[src/rtl/fsm_seq_tx.sv]
// rtl/fsm_seq_tx.sv - serial pattern transmitter feeding the sequence detector
//
// Purpose:
//   Loads a parallel pattern and shifts it out MSB first on x for reps+1
//   passes. Passes are separated by GAP_LEN idle cycles. The block counts
//   det_y hits while busy and exposes present/next state for debug probing.
//
// Ports:
//   clk        in   system clock, rising edge
//   rst        in   asynchronous active-low reset
//   start      in   begin transmission (sampled in IDLE only)
//   abort      in   synchronous cancel, honoured outside IDLE
//   pattern    in   WIDTH bits to send, captured on accepted start
//   reps       in   extra passes (passes = reps+1), captured on accepted start
//   det_y      in   detector hit feedback
//   x          out  serial data, MSB first
//   x_valid    out  x carries a pattern bit
//   busy       out  state is not IDLE
//   done       out  one-cycle pulse after the last bit of the last pass
//   match_cnt  out  saturating count of det_y hits
//   ps1        out  present state (IDLE=0 SHIFT=1 GAP=2 DONE=3)
//   ns1        out  next state, combinational, 0 while in reset
module fsm_seq_tx #(
  parameter int WIDTH   = 8,
  parameter int REP_W   = 4,
  parameter int GAP_LEN = 2,
  parameter int MCNT_W  = 4
) (
  input  logic              clk,
  input  logic              rst,
  input  logic              start,
  input  logic              abort,
  input  logic [WIDTH-1:0]  pattern,
  input  logic [REP_W-1:0]  reps,
  input  logic              det_y,
  output logic              x,
  output logic              x_valid,
  output logic              busy,
  output logic              done,
  output logic [MCNT_W-1:0] match_cnt,
  output logic [1:0]        ps1,
  output logic [1:0]        ns1
);

  localparam int BIT_W = $clog2(WIDTH);
  localparam int GAP_W = (GAP_LEN > 1) ? $clog2(GAP_LEN) : 1;
  localparam logic [BIT_W-1:0]  BIT_LAST = BIT_W'(WIDTH - 1);
  localparam logic [GAP_W-1:0]  GAP_LAST = GAP_W'((GAP_LEN > 0) ? GAP_LEN - 1 : 0);
  localparam logic [MCNT_W-1:0] MCNT_MAX = '1;

  typedef enum logic [1:0] {
    IDLE  = 2'd0,
    SHIFT = 2'd1,
    GAP   = 2'd2,
    DONE  = 2'd3
  } state_t;

  state_t              state_q, state_d;
  logic [WIDTH-1:0]    sreg_q, sreg_d;   // bits still to send this pass
  logic [WIDTH-1:0]    pat_q, pat_d;     // captured copy used for reloads
  logic [REP_W-1:0]    pass_q, pass_d;   // passes remaining after the current one
  logic [BIT_W-1:0]    bit_q, bit_d;
  logic [GAP_W-1:0]    gap_q, gap_d;
  logic [MCNT_W-1:0]   mcnt_q, mcnt_d;

  always_ff @(posedge clk or negedge rst) begin
    if (!rst) begin
      state_q <= IDLE;
      sreg_q  <= '0;
      pat_q   <= '0;
      pass_q  <= '0;
      bit_q   <= '0;
      gap_q   <= '0;
      mcnt_q  <= '0;
    end else begin
      state_q <= state_d;
      sreg_q  <= sreg_d;
      pat_q   <= pat_d;
      pass_q  <= pass_d;
      bit_q   <= bit_d;
      gap_q   <= gap_d;
      mcnt_q  <= mcnt_d;
    end
  end

  always_comb begin
    state_d = state_q;
    sreg_d  = sreg_q;
    pat_d   = pat_q;
    pass_d  = pass_q;
    bit_d   = bit_q;
    gap_d   = gap_q;
    mcnt_d  = mcnt_q;

    // Hits are counted in every busy state, including the cycle abort is seen.
    if ((state_q != IDLE) && det_y && (mcnt_q != MCNT_MAX)) begin
      mcnt_d = mcnt_q + MCNT_W'(1);
    end

    case (state_q)
      IDLE: begin
        if (start) begin
          sreg_d  = pattern;
          pat_d   = pattern;
          pass_d  = reps;
          bit_d   = '0;
          gap_d   = '0;
          mcnt_d  = '0;
          state_d = SHIFT;
        end
      end
      SHIFT: begin
        sreg_d = {sreg_q[WIDTH-2:0], 1'b0};
        bit_d  = bit_q + BIT_W'(1);
        if (bit_q == BIT_LAST) begin
          bit_d = '0;
          if (pass_q != '0) begin
            pass_d = pass_q - REP_W'(1);
            if (GAP_LEN > 0) begin
              gap_d   = '0;
              state_d = GAP;
            end else begin
              // Back-to-back passes: next pass starts on the very next cycle.
              sreg_d = pat_q;
            end
          end else begin
            state_d = DONE;
          end
        end
      end
      GAP: begin
        gap_d = gap_q + GAP_W'(1);
        if (gap_q == GAP_LAST) begin
          gap_d   = '0;
          sreg_d  = pat_q;
          state_d = SHIFT;
        end
      end
      DONE: begin
        state_d = IDLE;
      end
      default: begin
        state_d = IDLE;
      end
    endcase

    // Abort overrides every other transition but leaves match_cnt untouched.
    if (abort && (state_q != IDLE)) begin
      state_d = IDLE;
    end
  end

  // All serial/status outputs decode registered state only.
  assign x         = (state_q == SHIFT) & sreg_q[WIDTH-1];
  assign x_valid   = (state_q == SHIFT);
  assign busy      = (state_q != IDLE);
  assign done      = (state_q == DONE);
  assign match_cnt = mcnt_q;
  assign ps1       = state_q;
  assign ns1       = rst ? state_d : IDLE;

endmodule

[config.mk]
export PLATFORM = sky130hd
export DESIGN_NAME = fsm_seq_tx
export DESIGN_NICKNAME = d
export VERILOG_FILES = /design/src/rtl/fsm_seq_tx.sv
export SDC_FILE = /design/constraint.sdc
export NUM_CORES = 1
export LEC_CHECK = 0
export ABC_AREA = 1
export CORE_MARGIN = 2
export CORE_UTILIZATION = 47
export CTS_BUF_LIST = sky130_fd_sc_hd__clkbuf_16
export DETAILED_ROUTE_END_ITERATION = 10
export HOLD_SLACK_MARGIN = 0.15
export PLACE_DENSITY = 0.74
export REMOVE_ABC_BUFFERS = 1
export SETUP_SLACK_MARGIN = 0.2
export SYNTH_ARGS = -nofsm -noshare
export SYNTH_HDL_FRONTEND = slang
export SYNTH_SLANG_ARGS = --single-unit
[constraint.sdc]
create_clock -name clk -period 1.3 [get_ports clk]
set_input_delay 0.13 -clock clk [delete_from_list [all_inputs] [get_ports clk]]
set_output_delay 0.13 -clock clk [all_outputs]
set_load 0.005 [all_outputs]
# Word level (Yosys, flattened, before mapping)

Index checks and enable logic that the tools add are counted.

Output and inout port bits: 12
Flip-flop bits (word level): 30
Bits of input ports: 17

Muxes and demuxes: 25
Equality and inequality tests: 9
Add/subtract/negate cells: 4
Bitwise logic cells: 1
Reduce and logical (&&, ||, !) cells: 13

Operators with widths:

| cell                                             | count |
|---|---|
| two-way mux 4 bit                                | 6 |
| case mux 8 bit (3 select lines)                  | 1 |
| two-way mux 8 bit                                | 2 |
| two-way mux 2 bit                                | 5 |
| case mux 2 bit (4 select lines)                  | 1 |
| case mux 4 bit (2 select lines)                  | 1 |
| AND reduction 4 bit                              | 2 |
| two-way mux 3 bit                                | 2 |
| case mux 3 bit (2 select lines)                  | 1 |
| two-way mux 1 bit                                | 5 |
| adder 4 x 1 -> 4 bit, second input constant      | 1 |
| == test 2 bit, second input constant             | 2 |
| != test 2 x 1 -> 1 bit, second input constant    | 2 |
| != test 2 bit, second input constant             | 2 |
| != test 4 bit, second input constant             | 1 |
| AND reduction 2 bit                              | 2 |
| nonzero test 2 bit                               | 2 |
| nonzero test 4 bit                               | 1 |
| subtractor 4 x 1 -> 4 bit, second input constant | 1 |
| adder 3 x 1 -> 3 bit, second input constant      | 1 |
| == test 3 bit, second input constant             | 1 |
| logical AND 1 bit                                | 3 |
| case mux 1 bit (3 select lines)                  | 1 |
| AND reduction 3 bit                              | 1 |
| 5 further kinds                                  | 5 |

# Depth between registers and ports, before layout

Word-level depth: 6
Depth in mapped cells: 10
Gate-level depth less buffers: 10

# Worst setup path after synthesis

OpenSTA, ideal clock, no wires.

Kind: reg2reg
Start: register state_q[0], in the netlist ps1[0]
End: register sreg_q[6]
Data arrival time: 1.319 ns
Stages on the path, launching flop included: 10
Setup slack: -0.136 ns
Required time: 1.183 ns
Period minus slack after synthesis: 1.436 ns
Setup time: 0.117 ns
Cell sequence: dfrtp_1 > inv_1 > ha_1 > buf_4 > nand2_1 > inv_2 > nand2_1 > o211ai_1 > nand2_1 > o21ai_2

Longest elaborated chain between the ends: 3
Elaborated cells on any way between the ends: 8
Classes of those cells: eq/ne (4); mux (1); reduce/logical (3)

Ends and longest elaborated chain:

| item                                                          | line | RTL |
|---|---|---|
| from (decl)                                                   | 58   | `state_t state_q, state_d;` |
| from (signal assigned)                                        | 76   | `state_q <= state_d;` |
| == test 2 bit, or another cell as far along                   | 100  | `case (state_q)` |
| != test 2 bit (no line) or nonzero test 3 bit (tied branches) | n/a  |  |
| AND reduction 3 bit (no line)                                 | n/a  |  |
| to (signal assigned)                                          | 77   | `sreg_q <= sreg_d;` |
| to (decl)                                                     | 59   | `logic [WIDTH-1:0] sreg_q, sreg_d;` |

Several ways; a longest one is shown, not always the timed one.
A chain may end at the register's enable or synchronous reset.

# Final worst setup path

Start: register state_q[0], in the netlist ps1[0]
End: output port ns1[0]

Longest elaborated chain between the ends: 4
Elaborated cells on any way between the ends: 12
Classes of those cells: eq/ne (3); mux (6); reduce/logical (3)

Ends and longest elaborated chain:

| item                                                                 | line     | RTL |
|---|---|---|
| == test 2 bit, or another cell as far along                          | 100      |  |
| case mux 2 bit (4 select lines) or logical AND 1 bit (tied branches) | 100, 148 |  |
| two-way mux 2 bit (*)                                                | 148      | `if (abort && (state_q != IDLE)) begin` |
| two-way mux 2 bit (*)                                                | 160      | `assign ns1 = rst ? state_d : IDLE;` |
| to (decl)                                                            | 42       | `output logic [1:0] ns1` |

Every way passes the cells marked *; elsewhere a longest branch is shown, timed or not.

==> reports/results.txt <==
status: finished with violations
failing checks: negative setup slack
Filler Cells Inserted: 160
detailed placement HPWL: 2610 um
hold slack: 0.306 ns
TritonCTS Sinks: 30
CTS Buf Count: 5
Reg clk slew, reported paths: 0.05 ns
most frequent cells in the layout: 47 x nand2_1, 30 x dfrtp_1, 30 x buf_4
total power draw: 0.00706 W
crit end category: output pin
Port Buffer Count: 28
vias in the first global route: 1782
worst skew pair latency: 0.28 ns
top post-synthesis cells by area: dfrtp_1 45%, nand2_1 17%, inv_1 7.2%
first-pass GRT wire length: 8580 um
Die H: 63.7 um
Detailed Route WL: 6400 um
# H-tree levels: 2
Final period util: 145%
drt wl/cell: 18.1 um
area fraction of the dominant cell type after synthesis: 44.8%
Max Clk Rate: 532 MHz
CP Class: flop to output pin
vias: 1937
I/O pin count: 29
Yosys cell types: 26
peak supply drop: 1.68 mV
skew final: 0.00902 ns
worst min path class: input port to async pin
Crit Path Max Fanout: 3
total die area: 4060 um2
endpoints failing hold: 0
commonest non-fill, non-tap cell in the layout: nand2_1
most frequent cell on the critical path: nand2_2
GRT overflow: 0
RSZ-0062 raised after global routing: yes
row cnt: 21
Crit-path slowest cell: dfrtp_1
Tmin final: 1.88 ns
Netlist Area Pre-Place: 1680 um2
synth warn: 0
Power Dens Cells: 2360 nW/um2
Vias/cell: 5.47
post-synthesis sequential area ratio: 44.8%
Pins Over Slew Limit: 0
NumNets Final: 335
Post-Syn Area per Cell: 7.59 um2
drt first pass iters: 4
Final WS setup: -0.581 ns
share of cells above drive strength 1: 51.6%
pin count of the biggest net entering global routing: 31
clk buf depth: 2
max incr delay on CP: 0.43 ns
Root Driver: clkbuf_16
Remaining DRCs: 0
Layout Utilization: 88.2%
initial antenna violation count: 0
CTS Hold Bufs: 0
Critical Path Start Type: flop
Yosys reg bits: 30
core area: 3390 um2
Syn Inst Count: 221
area grow syn2layout: 78.4%
Leak: 1.45 nW
Slew HR: 73.0%
die width: 63.7 um
post-synth top area cell: dfrtp_1
Max Cap Viol: 0
Setup WS pre-CTS: -0.548 ns
WP data required: 1.17 ns
DRT iter0 DRCs: 140
initial core utilization: 49.5%
antenna cell count: 0
GRT Overall Usage: 28.4%
DRT antenna net count: 0
GPL Wtd Cong: 0.772
CTS tree: done
critical-path cell list: buf_6 > ha_4 > inv_4 > nor2_4 > nand2_2 > nand2_2 > nand2_2 > nand2_2 > nand2_2 > nor2_1 > buf_2
setup violators final: 36
CP Data Arrival Time: 1.75 ns
Worst-Margin Slew: 0.404 ns
[logic make-up after synthesis]
family	count (synthesis)	share of synthesized area [%]
buffers and inverters	41	9.85
DFF	30	44.8
AOI/OAI and AO/OA	34	11.8
adders and majority gates	9	6.72
and+or+nand+nor	107	26.9
[final cells by class]
class / instances / area (um2) / area share (%)
multi-input cells: 150 / 1110 / 37.2
repair buffers: 84 / 762 / 25.5
flip-flops and latches: 30 / 751 / 25.1
inverters: 37 / 171 / 5.73
clock buffers: 5 / 125 / 4.18
well taps: 46 / 57.6 / 1.92
repair inverters: 1 / 8.76 / 0.293
clock inverters: 1 / 3.75 / 0.126
[routing by layer]
metal  share of wire (%)  vias to the layer above  wire [um]  global-route usage (%)
li1                    -                      876          -                       -
met1                  37                      939       2370                    34.1
met2                  52                       90       3350                    47.4
met3                 5.3                       32        342                    5.36
met5                   0                        -          0                       0
met4                 5.3                        0        340                    16.3
[critical path, delay by kind of cell (launching register included)]
kind	cells	cell delay (ns)
AND/OR/NAND/NOR	7	0.58
adder cells (fa/ha/maj)	1	0.14
flip-flops	1	0.43
buffers and inverters	3	0.31
[metrics by stage]
step           cell area (um2)  cells  TNS (ns)
2_1_floorplan             1650    217     -4.23
3_3_place_gp              2200    319     -5.70
3_5_place_dp              2200    319     -6.94
4_1_cts                   2710    343     -5.20
5_1_grt                   2990    354    -10.95
6_report                  2990    354     -9.82
[flip-flops by register name (all words and copies together) (netlist names)]
name       cells
sreg_q         8
pat_q          8
pass_q         4
gap_q          1
bit_q          3
match_cnt      4
ps1            2
[cells in the mapped netlist]
cell type / number
nand2_1: 78
inv_1: 32
dfrtp_1: 30
o21ai_0: 18
nor2_1: 11
ha_1: 9
nand3_1: 8
o211ai_1: 5
a21oi_1: 4
inv_2: 4
nand4_1: 3
buf_4: 2
nand2_2: 2
o21ai_1: 2
o221ai_1: 2
a21boi_0: 1
a31oi_1: 1
buf_2: 1
clkbuf_1: 1
inv_4: 1
nand3_2: 1
nand3_4: 1
nor2_2: 1
nor3_1: 1
o21ai_2: 1
or2_2: 1
[where the power goes]
| part | switching, W | internal (W) | leakage [nW] |
|---|---|---|---|
| sequential | 0.000304 | 0.00133 | 0.380 |
| clock | 0.000396 | 0.000678 | 0.0632 |
| combinational | 0.00227 | 0.00208 | 1.01 |
| total | 0.00297 | 0.00408 | 1.45 |
[final timing paths]
| check | from | endpoint | slack (ns) | depth (start not counted) |
|---|---|---|---|---|
| max | ps1[0]$_DFF_PN0_ | ns1[0] | -0.58 | 11 |
| max in group asynchronous | rst | pat_q[5]$_DFFE_PN0P_ | 0.69 | 2 |
| min reg2reg | pat_q[0]$_DFFE_PN0P_ | pat_q[0]$_DFFE_PN0P_ | 0.49 | 2 |
| min | rst | gap_q$_DFFE_PN0P_ | 0.31 | 2 |
| max reg2reg | ps1[0]$_DFF_PN0_ | match_cnt[3]$_DFF_PN0_ | -0.39 | 10 |
| min in group clk | pattern[0] | pat_q[0]$_DFFE_PN0P_ | 0.42 | 3 |
[what timing repair did]
item,4_1_cts,5_1_grt
cloned,4,0
pin swaps,19,25
endpoints found under the hold margin,0,0
setup buffers,14,11
endpoints found under the setup margin,42,40
resized for setup,123,71
Power figures use the tool's default switching activity.
==> edit (config.mk and constraints unchanged) <==
The parameter `REP_W` goes from 4 to 5.
--- a/src/rtl/fsm_seq_tx.sv
+++ b/src/rtl/fsm_seq_tx.sv
@@ -24,3 +24,3 @@
   parameter int WIDTH   = 8,
-  parameter int REP_W   = 4,
+  parameter int REP_W   = 5,
   parameter int GAP_LEN = 2,
Interface: changed (resized reps); port bits go from 29 to 30. The function was not compared with the original's and may differ.
==> edit against the unedited design <==
The run still ends with negative setup slack left. Worst setup slack lost 0.034 ns. Synthesized area up 2.1%. Via count is 4.0% higher. Total power is 7.2% higher. Register-to-register slack worse by 0.04 ns. Routed wire length is 8.0% higher. Final area is 4.5% higher. Critical endpoint unchanged. Sequential cell count up 1. Critical path type unchanged.
==> edit: results (changes against the unedited design) <==
Run status
  – Run status: finished, violations left (unchanged)
  – Violated checks: negative setup slack (unchanged)

Setup path
  – Critical path origin: ps1[1] (was ps1[0])
  – Crit path max fanout: 4 (was 3)
  – Worst r2r path cells: 11 (was 10)
  – Worst Path Arrival: 1.79 ns (was 1.75 ns)
  – R2r endpoint: sreg_q[1] (was match_cnt[3])

Yosys
  – Adder and majority gate portion of the synthesized area: 0.0585 (was 0.0672)
  – Portion of the post-synthesis area used by sequential elements: 0.453 (was 0.448)
  – Top area cells in the synthesized netlist: sky130_fd_sc_hd__dfrtp_1 45%, sky130_fd_sc_hd__nand2_1 16%, sky130_fd_sc_hd__o21ai_0 8.2% (was sky130_fd_sc_hd__dfrtp_1 45%, sky130_fd_sc_hd__nand2_1 17%, sky130_fd_sc_hd__inv_1 7.2%)
  – Leading cell types by count after synthesis: 73 x sky130_fd_sc_hd__nand2_1, 31 x sky130_fd_sc_hd__dfrtp_1, 29 x sky130_fd_sc_hd__inv_1 (was 78 x sky130_fd_sc_hd__nand2_1, 32 x sky130_fd_sc_hd__inv_1, 30 x sky130_fd_sc_hd__dfrtp_1)
  – Count of unique library cells instantiated by Yosys: 22 (was 26)

STA
  – Count of endpoints failing setup in the final report: 37 (was 36)
  – Worst Setup Slack, final: -0.616 ns (was -0.581 ns)
  – Worst-case clock skew: 0.00414 ns (was 0.00902 ns)
  – Remaining max-slew budget at the tightest pin: 0.727 (was 0.730)

Routing
  – Number of DRC markers after the initial detailed-route iteration: 119 (was 140)
  – Routed wire length on met2: 3340 um (was 3350 um)
  – Via density per instance: 5.69 (was 5.47)
  – Met1 wire length: 2640 um (was 2370 um)

GRT
  – Via count of the first global-routing pass: 1790 (was 1782)
  – GRT Util Overall: 0.281 (was 0.284)
  – First-pass GRT wire length: 8630 um (was 8580 um)

Placement
  – Post-DP HPWL: 2750 um (was 2610 um)
  – Port Buf Inserts: 29 (was 28)
  – Routability congestion estimate: 0.789 (was 0.772)
  – Area of placed instances: 2270 sq um (was 2200 sq um)
  – Worst setup slack after placement: -0.644 ns (was -0.548 ns)

Cells and area
  – Share of final-layout standard cells stronger than drive strength 1: 0.526 (was 0.516)
  – Registers with the most flip-flops: pat_q (8), sreg_q (8), pass_q (5) (was pat_q (8), sreg_q (8))
  – Number of fillers in the final layout: 123 (was 160)

Power
  – Maximum vdd ir drop: 0.00171 V (was 0.00168 V)
  – Leakage: 1.53 nW (was 1.45 nW)
[edit: changes by cell type after synthesis, sizes merged, moves of 3 or more]
| cell | delta |
|---|---|
| nand3 | +3 |
| nand2 | -5 |
| o21ai | +11 |
| o211ai | -5 |
| a21oi | +6 |
[edit: what timing repair did]
item | 4_1_cts | 5_1_grt
pin swaps | 10 | 16
resized for setup | 129 | 91
setup buffers | 10 | 8
setup endpoints to repair | 43 | 39
cloned | 2 | 0
[edit: stage by stage]
stage / utilization / setup TNS [ns] / std cells / power [W]
final: 0.915 / -10.71 / 354 / 0.00757
after global routing: 0.915 / -12.06 / 354 / 0.00790
after CTS: 0.808 / -5.17 / 346 / 0.00611
after detailed placement: 0.664 / -7.43 / 326 / 0.00411
after global placement: 0.664 / -6.71 / 326 / 0.00404
after floorplan: - / -2.58 / 220 / 0.00292
[edit: power breakdown]
group	internal, W	total (W)	leakage [nW]	switching [W]
logic	0.00219	0.00468	1.07	0.00249
registers	0.00137	0.00175	0.392	0.000374
clock network	0.000695	0.00114	0.0649	0.000445
total	0.00426	0.00757	1.53	0.00331
[edit: worst max-delay path, stage by stage, from the launching register on]
cell,delay [ns]
sky130_fd_sc_hd__dfrtp_1,0.41
sky130_fd_sc_hd__inv_2,0.13
sky130_fd_sc_hd__ha_4,0.18
sky130_fd_sc_hd__inv_4,0.05
sky130_fd_sc_hd__nand2_1,0.10
sky130_fd_sc_hd__a21boi_1,0.27
sky130_fd_sc_hd__nand2_2,0.13
sky130_fd_sc_hd__nor2_4,0.12
sky130_fd_sc_hd__buf_6,0.11
[edit: worst min-delay path by stage]
stage	startpoint	endpoint	depth (start not counted)	slack, ns
floorplan	rst	bit_q[0]	0	-0.17
global placement	bit_q[1]	bit_q[1]	2	0.46
detailed placement	pat_q[2]	pat_q[2]	2	0.47
CTS	rst	gap_q	2	0.30
global route	rst	ps1[1]	2	0.33
finish	rst	gap_q	2	0.27
[edit: routing by layer]
layer	up-vias	GRT usage
met5	-	0
met2	136	0.490
li1	881	-
met3	39	0.0739
met1	959	0.326
met4	0	0.120
[edit: kinds of logic (layout without fill, tap and decap cells)]
group | count (synthesis) | count (layout)
and+or+nand+nor | 102 | 103
AOI/OAI and AO/OA | 44 | 44
buffers and inverters | 38 | 122
DFF | 31 | 31
adders and majority gates | 8 | 8
[edit: final cells by class]
type | count | area [sq um] | share of cell area
multi-input cells | 155 | 1200 | 0.384
flip-flops and latches | 31 | 776 | 0.248
repair buffers | 79 | 771 | 0.247
inverters | 35 | 181 | 0.0580
clock buffers | 5 | 125 | 0.0400
well taps | 46 | 57.6 | 0.0184
clock inverters | 3 | 15.0 | 0.00480
